### src/rtl/seller_pkg.sv
// Shared types and constants for the seller change-payout path.
package seller_pkg;

    localparam int unsigned AMT_W   = 8;
    localparam int unsigned SEL_W   = 2;
    localparam int unsigned EMPTY_W = 3;

    // Base money unit is 0.5 RMB; all amounts are counted in this unit.
    localparam int unsigned UNIT_HALF_RMB = 1;
    localparam int unsigned DENOM_HI      = 20 * UNIT_HALF_RMB;  // 10 RMB note
    localparam int unsigned DENOM_MID     = 2 * UNIT_HALF_RMB;   // 1 RMB coin
    localparam int unsigned DENOM_LO      = 1 * UNIT_HALF_RMB;   // 0.5 RMB coin

    localparam logic [SEL_W-1:0] SEL_HI  = 2'd2;
    localparam logic [SEL_W-1:0] SEL_MID = 2'd1;
    localparam logic [SEL_W-1:0] SEL_LO  = 2'd0;

    typedef enum logic [2:0] {
        ST_IDLE,
        ST_SELECT,
        ST_REQ,
        ST_RELEASE,
        ST_DONE,
        ST_FAULT
    } disp_state_t;

    // Value in 0.5 RMB units of one item of the selected denomination.
    function automatic logic [AMT_W-1:0] denom_value(input logic [SEL_W-1:0] sel);
        case (sel)
            SEL_HI:  return AMT_W'(DENOM_HI);
            SEL_MID: return AMT_W'(DENOM_MID);
            default: return AMT_W'(DENOM_LO);
        endcase
    endfunction

endpackage

### src/rtl/denom_pick.sv
// Greedy denomination picker: largest non-empty denomination not exceeding remain.
module denom_pick
    import seller_pkg::*;
(
    input  logic [AMT_W-1:0]   remain,
    input  logic [EMPTY_W-1:0] empty,
    output logic [SEL_W-1:0]   sel,
    output logic               valid
);

    // Priority HI > MID > LO; valid drops when nothing fits or all candidates are empty.
    always_comb begin
        sel   = SEL_LO;
        valid = 1'b0;
        if (!empty[2] && (remain >= AMT_W'(DENOM_HI))) begin
            sel   = SEL_HI;
            valid = 1'b1;
        end else if (!empty[1] && (remain >= AMT_W'(DENOM_MID))) begin
            sel   = SEL_MID;
            valid = 1'b1;
        end else if (!empty[0] && (remain >= AMT_W'(DENOM_LO))) begin
            sel   = SEL_LO;
            valid = 1'b1;
        end
    end

endmodule

### src/rtl/change_dispenser.sv
// Pays out change one item at a time over a 4-phase req/ack hopper handshake.
module change_dispenser
    import seller_pkg::*;
#(
    parameter int unsigned TIMEOUT_CYC = 1000
) (
    input  logic               clk,
    input  logic               rst,
    input  logic               start,
    input  logic [AMT_W-1:0]   amount,
    input  logic               clear,
    input  logic [EMPTY_W-1:0] empty,
    input  logic               disp_ack,
    output logic               disp_req,
    output logic [SEL_W-1:0]   disp_sel,
    output logic               busy,
    output logic               done,
    output logic               fault,
    output logic [AMT_W-1:0]   remain,
    output logic [AMT_W-1:0]   item_cnt
);

    localparam int unsigned TMO_W = $clog2(TIMEOUT_CYC + 1);

    disp_state_t        state, state_nxt;
    logic [AMT_W-1:0]   remain_nxt, item_nxt;
    logic [SEL_W-1:0]   sel_nxt;
    logic [TMO_W-1:0]   tmo_cnt, tmo_nxt;
    logic               tmo_last;
    logic [SEL_W-1:0]   pick_sel;
    logic               pick_valid;

    denom_pick u_pick (
        .remain (remain),
        .empty  (empty),
        .sel    (pick_sel),
        .valid  (pick_valid)
    );

    assign tmo_last = (tmo_cnt == TMO_W'(TIMEOUT_CYC - 1));

    // Next-state and datapath updates; the timeout counter restarts on every state change.
    always_comb begin
        state_nxt  = state;
        remain_nxt = remain;
        item_nxt   = item_cnt;
        sel_nxt    = disp_sel;
        tmo_nxt    = '0;
        case (state)
            ST_IDLE: begin
                if (start) begin
                    remain_nxt = amount;
                    item_nxt   = '0;
                    state_nxt  = ST_SELECT;
                end
            end
            ST_SELECT: begin
                if (remain == '0) begin
                    state_nxt = ST_DONE;
                end else if (pick_valid) begin
                    sel_nxt   = pick_sel;
                    state_nxt = ST_REQ;
                end else begin
                    state_nxt = ST_FAULT;
                end
            end
            ST_REQ: begin
                if (disp_ack) begin
                    remain_nxt = remain - denom_value(disp_sel);
                    item_nxt   = (item_cnt == '1) ? item_cnt : item_cnt + AMT_W'(1);
                    state_nxt  = ST_RELEASE;
                end else if (tmo_last) begin
                    state_nxt = ST_FAULT;
                end else begin
                    tmo_nxt = tmo_cnt + TMO_W'(1);
                end
            end
            ST_RELEASE: begin
                if (!disp_ack) begin
                    state_nxt = ST_SELECT;
                end else if (tmo_last) begin
                    state_nxt = ST_FAULT;
                end else begin
                    tmo_nxt = tmo_cnt + TMO_W'(1);
                end
            end
            ST_DONE: begin
                state_nxt = ST_IDLE;
            end
            ST_FAULT: begin
                if (clear) begin
                    state_nxt = ST_IDLE;
                end
            end
            default: begin
                state_nxt = ST_IDLE;
            end
        endcase
    end

    // State, datapath and registered status outputs decoded from the next state.
    always_ff @(posedge clk or negedge rst) begin
        if (!rst) begin
            state    <= ST_IDLE;
            remain   <= '0;
            item_cnt <= '0;
            disp_sel <= SEL_LO;
            tmo_cnt  <= '0;
            disp_req <= 1'b0;
            busy     <= 1'b0;
            done     <= 1'b0;
            fault    <= 1'b0;
        end else begin
            state    <= state_nxt;
            remain   <= remain_nxt;
            item_cnt <= item_nxt;
            disp_sel <= sel_nxt;
            tmo_cnt  <= tmo_nxt;
            disp_req <= (state_nxt == ST_REQ);
            busy     <= (state_nxt != ST_IDLE);
            done     <= (state_nxt == ST_DONE);
            fault    <= (state_nxt == ST_FAULT);
        end
    end

endmodule

### config.mk
export PLATFORM = sky130hd
export DESIGN_NAME = change_dispenser
export DESIGN_NICKNAME = d
export VERILOG_FILES = /design/src/rtl/seller_pkg.sv /design/src/rtl/denom_pick.sv /design/src/rtl/change_dispenser.sv
export SDC_FILE = /design/constraint.sdc
export NUM_CORES = 1
export LEC_CHECK = 0
export CORE_AREA = 2 2 65 67
export CTS_CLUSTER_SIZE = 25
export DETAILED_ROUTE_END_ITERATION = 8
export DIE_AREA = 0 0 67 69
export GPL_TIMING_DRIVEN = 0
export PLACE_DENSITY = 0.83
export SLEW_MARGIN = 20
export SYNTH_ARGS = -nofsm -noshare
export SYNTH_HDL_FRONTEND = slang
export SYNTH_HIERARCHICAL = 1
export SYNTH_SLANG_ARGS = --single-unit
### constraint.sdc
create_clock -name clk -period 2.95 [get_ports clk]
set_input_delay 0.59 -clock clk [delete_from_list [all_inputs] [get_ports clk]]
set_output_delay 0.59 -clock clk [all_outputs]
set_load 0.02 [all_outputs]
==> results.md <==
- Sw frac: 0.435
- Worst skew pair latency: ~290 ps
- Die Wd: between 60 and 70 microns
- Core box area: 3910 sq um
- Gate power share: 0.520
- CP required: 3130 ps
- Relative slew slack: 0.458
- Period minus WS final: 2510 ps
- Post-synth top area cell: dfrtp_1
- CP peak stage delay: 500 ps
- Startpoint types: flop
- Number of I/O port buffers: 37
- H-Tree Depth: 2
- Clock buffer depth: 2
- Status: finished clean
- Distinct cells, synth: 41
- RSZ-0062 raised after global routing: no
- Max Slew Vio Count: 0
- Top post-synthesis cells by area: dfrtp_1 44%, ha_1 5.0%, nor2_1 4.9%
- Largest net degree at the start of global routing: 21
- Routing usage on met2: 0.305
- Overflow after GRT: 0
- Initial drt markers: around 120
- Net Count, Synth: about 240
- Worst Tran Pin Value: 807 ps
- Post-detail-place hpwl: 3220 microns
- DRC: 0
- Placed cell areas: 2440 sq um
- Sum of negative setup slack: 0 ps
- Leak pwr: between 1 and 1.5 nW
- Hold-fix buffers, CTS: 0
- PwrDens: ~920 nW/um^2
- Setup skew after layout: 5.57 ps
- Mapped Cells: roughly 220
- Cell Chain, Critical Path: inv_1, ha_1, inv_1, ha_1, nor2b_1, o21ai_0, a21oi_1, or4_1, o221a_2
- DP Cell Count: 306
- Delay-heaviest family, CP: compound AO/OA/AOI/OAI gates
- Initial core utilization: 0.507
- Rows: 23
- Final RePlAce weighted congestion: 0.877
- Seq pwr share: 0.335
- Chip Height: approximately 69 microns
- ANT nets after route: 0
- GR Util met3: 0.0489
- Area delta synth->final: 27.1%
- Critical Path Fanout Max: 4
- Final setup viols: 0
- Via count of the first global-routing pass: ~1600
- CTS tree: built
- Worst-path clk slew: roughly 70 ps
- Yosys warns: 6
- Crit path capture type: flop
- Seq/Total Area, Yosys: 0.442
- NetSw: between 0.001 and 0.0015 W
- Final Hold Slack: 219 ps
- Setup CP Type: reg2reg
- Final hold violation count: 0
- Via density: 5.51
- Finished Layout Cells: 314
- WL per Instance: 13.4 microns
- Clk sinks: 35
- Flops & latches, synth: 35
- Diodes inserted: 0
- F_max: 399 MHz
- Global-route track usage on met1: 0.283
- Cell internal pwr: 0.00131 W
- Max_cap viols: 0
- Average instance area after synthesis: a little over 9 sq um
- Worst EP arrival: roughly 2700 ps
- Peak VDD IR: 0.528 mV
- Worst path bufs/invs: 2
- Fin util: 0.644
- Final instance area: roughly 2500 sq um
- Most common cell after layout, fill and taps aside: clkdlybuf4s50_1
- DRT Wirelength: 4210 microns
- Top Usage Layer GRT: met2
- Initial antenna violation count: 0
- Synth top area share: 0.442
- CP max stage cell: or4_1
- Final period util: 0.849
- First-pass iteration count of the detailed router: 4
- Setup bufs post-CTS: 0
- Overall routing resource usage: 0.202
- Synth Flop Type: dfrtp_1
- Clock Power Share: 0.145
- Asr flop ratio synth: 1.00
- Number of buffers created by CTS: 5
- Post-CTS sizing: 0
- Total Nets Final: between 200 and 300
- Layout cells sized above 1: 0.0568
- First-pass GRT wire length: roughly 7300 microns
- Total vias in the final route: 1731
- Commonest non-fill, non-tap cells in the layout: 36 x clkdlybuf4s50_1, 35 x dfrtp_1, 26 x nor2_1
- Hold crit path type: in2async
- Die area: 4620 sq um
- Synthesized area: 1980 sq um
- Clk root buf: clkbuf_8
- EDFF count, synth: 0
- IO Pins: 38
stage by stage:
step / setup WS [ps] / power [W]
floorplan: 612 / 0.00158
global placement: 409 / 0.00195
detailed placement: 357 / 0.00199
CTS: 484 / 0.00233
global route: 354 / 0.00252
finish: 445 / 0.00232
power groups by stage:
stage | Clock, W | Combinational [W] | Sequential, W
floorplan | 0 | 0.000711 | 0.000864
global placement | 0 | 0.00118 | 0.000776
detailed placement | 0 | 0.00121 | 0.000782
CTS | 0.000343 | 0.00122 | 0.000774
global route | 0.000369 | 0.00135 | 0.000799
finish | 0.000337 | 0.00121 | 0.000777
routing by layer:
metal | part of all wire | up-vias | wire length [microns]
li1 | - | 860 | -
met1 | 0.47 | 819 | 1980
met2 | 0.46 | 44 | 1940
met3 | 0.051 | 8 | 216
met4 | 0.017 | 0 | 73
met5 | 0 | - | 0
area by class of cell:
type / count / area (sq um)
well taps: 50 / 62.6
repair buffers: 38 / 393
plain buffers: 7 / 42.5
multi-input cells: 161 / 1010
fillers: 357 / 1390
clock inverters: 1 / 5.00
clock buffers: 7 / 76.3
inverters: 15 / 56.3
flip-flops and latches: 35 / 876
worst paths after layout:
check,from,to,slack (ps),cells after the start
min in group clk,tmo_cnt[0],tmo_cnt[0],500,1
max reg2reg,disp_sel[1],remain[7],440,9
min reg2reg,tmo_cnt[0],tmo_cnt[0],500,1
min,rst,state[2],220,1
max in group asynchronous,rst,item_cnt[4],2300,2
max,disp_sel[1],remain[7],440,9
logic make-up (layout without fill, tap and decap cells):
family,after synthesis,count (layout),synth area share
compound gates,45,45,0.145
xor+xnor,14,14,0.0618
fa+ha+maj,9,9,0.0606
buf+inv,22,68,0.0498
flops,35,35,0.442
mux,2,2,0.0101
simple gates,91,91,0.231
state kept, by name, indices dropped and copies added (netlist names):
| signal | flops |
|---|---|
| busy | 1 |
| disp_req | 1 |
| disp_sel | 2 |
| done | 1 |
| fault | 1 |
| item_cnt | 8 |
| remain | 8 |
| state | 3 |
| tmo_cnt | 10 |
worst register-to-register path, delay by kind of cell, from the launching register on:
kind,cells,cell delay (ps)
simple gates,2,620
buf+inv,2,140
flops,1,400
fa+ha+maj,2,460
compound gates,3,780
synth_stat cells, types with 3 or more instances:
library cell	number
dfrtp_1	35
nor2_1	26
nand2_1	17
o21ai_0	17
inv_1	15
a21oi_1	11
nor3_1	11
nand3_1	9
xnor2_1	9
ha_1	8
nor4_1	6
xor2_1	5
and3_1	4
clkbuf_1	4
a211oi_1	3
nor3b_1	3
Power figures use the tool's default switching activity.
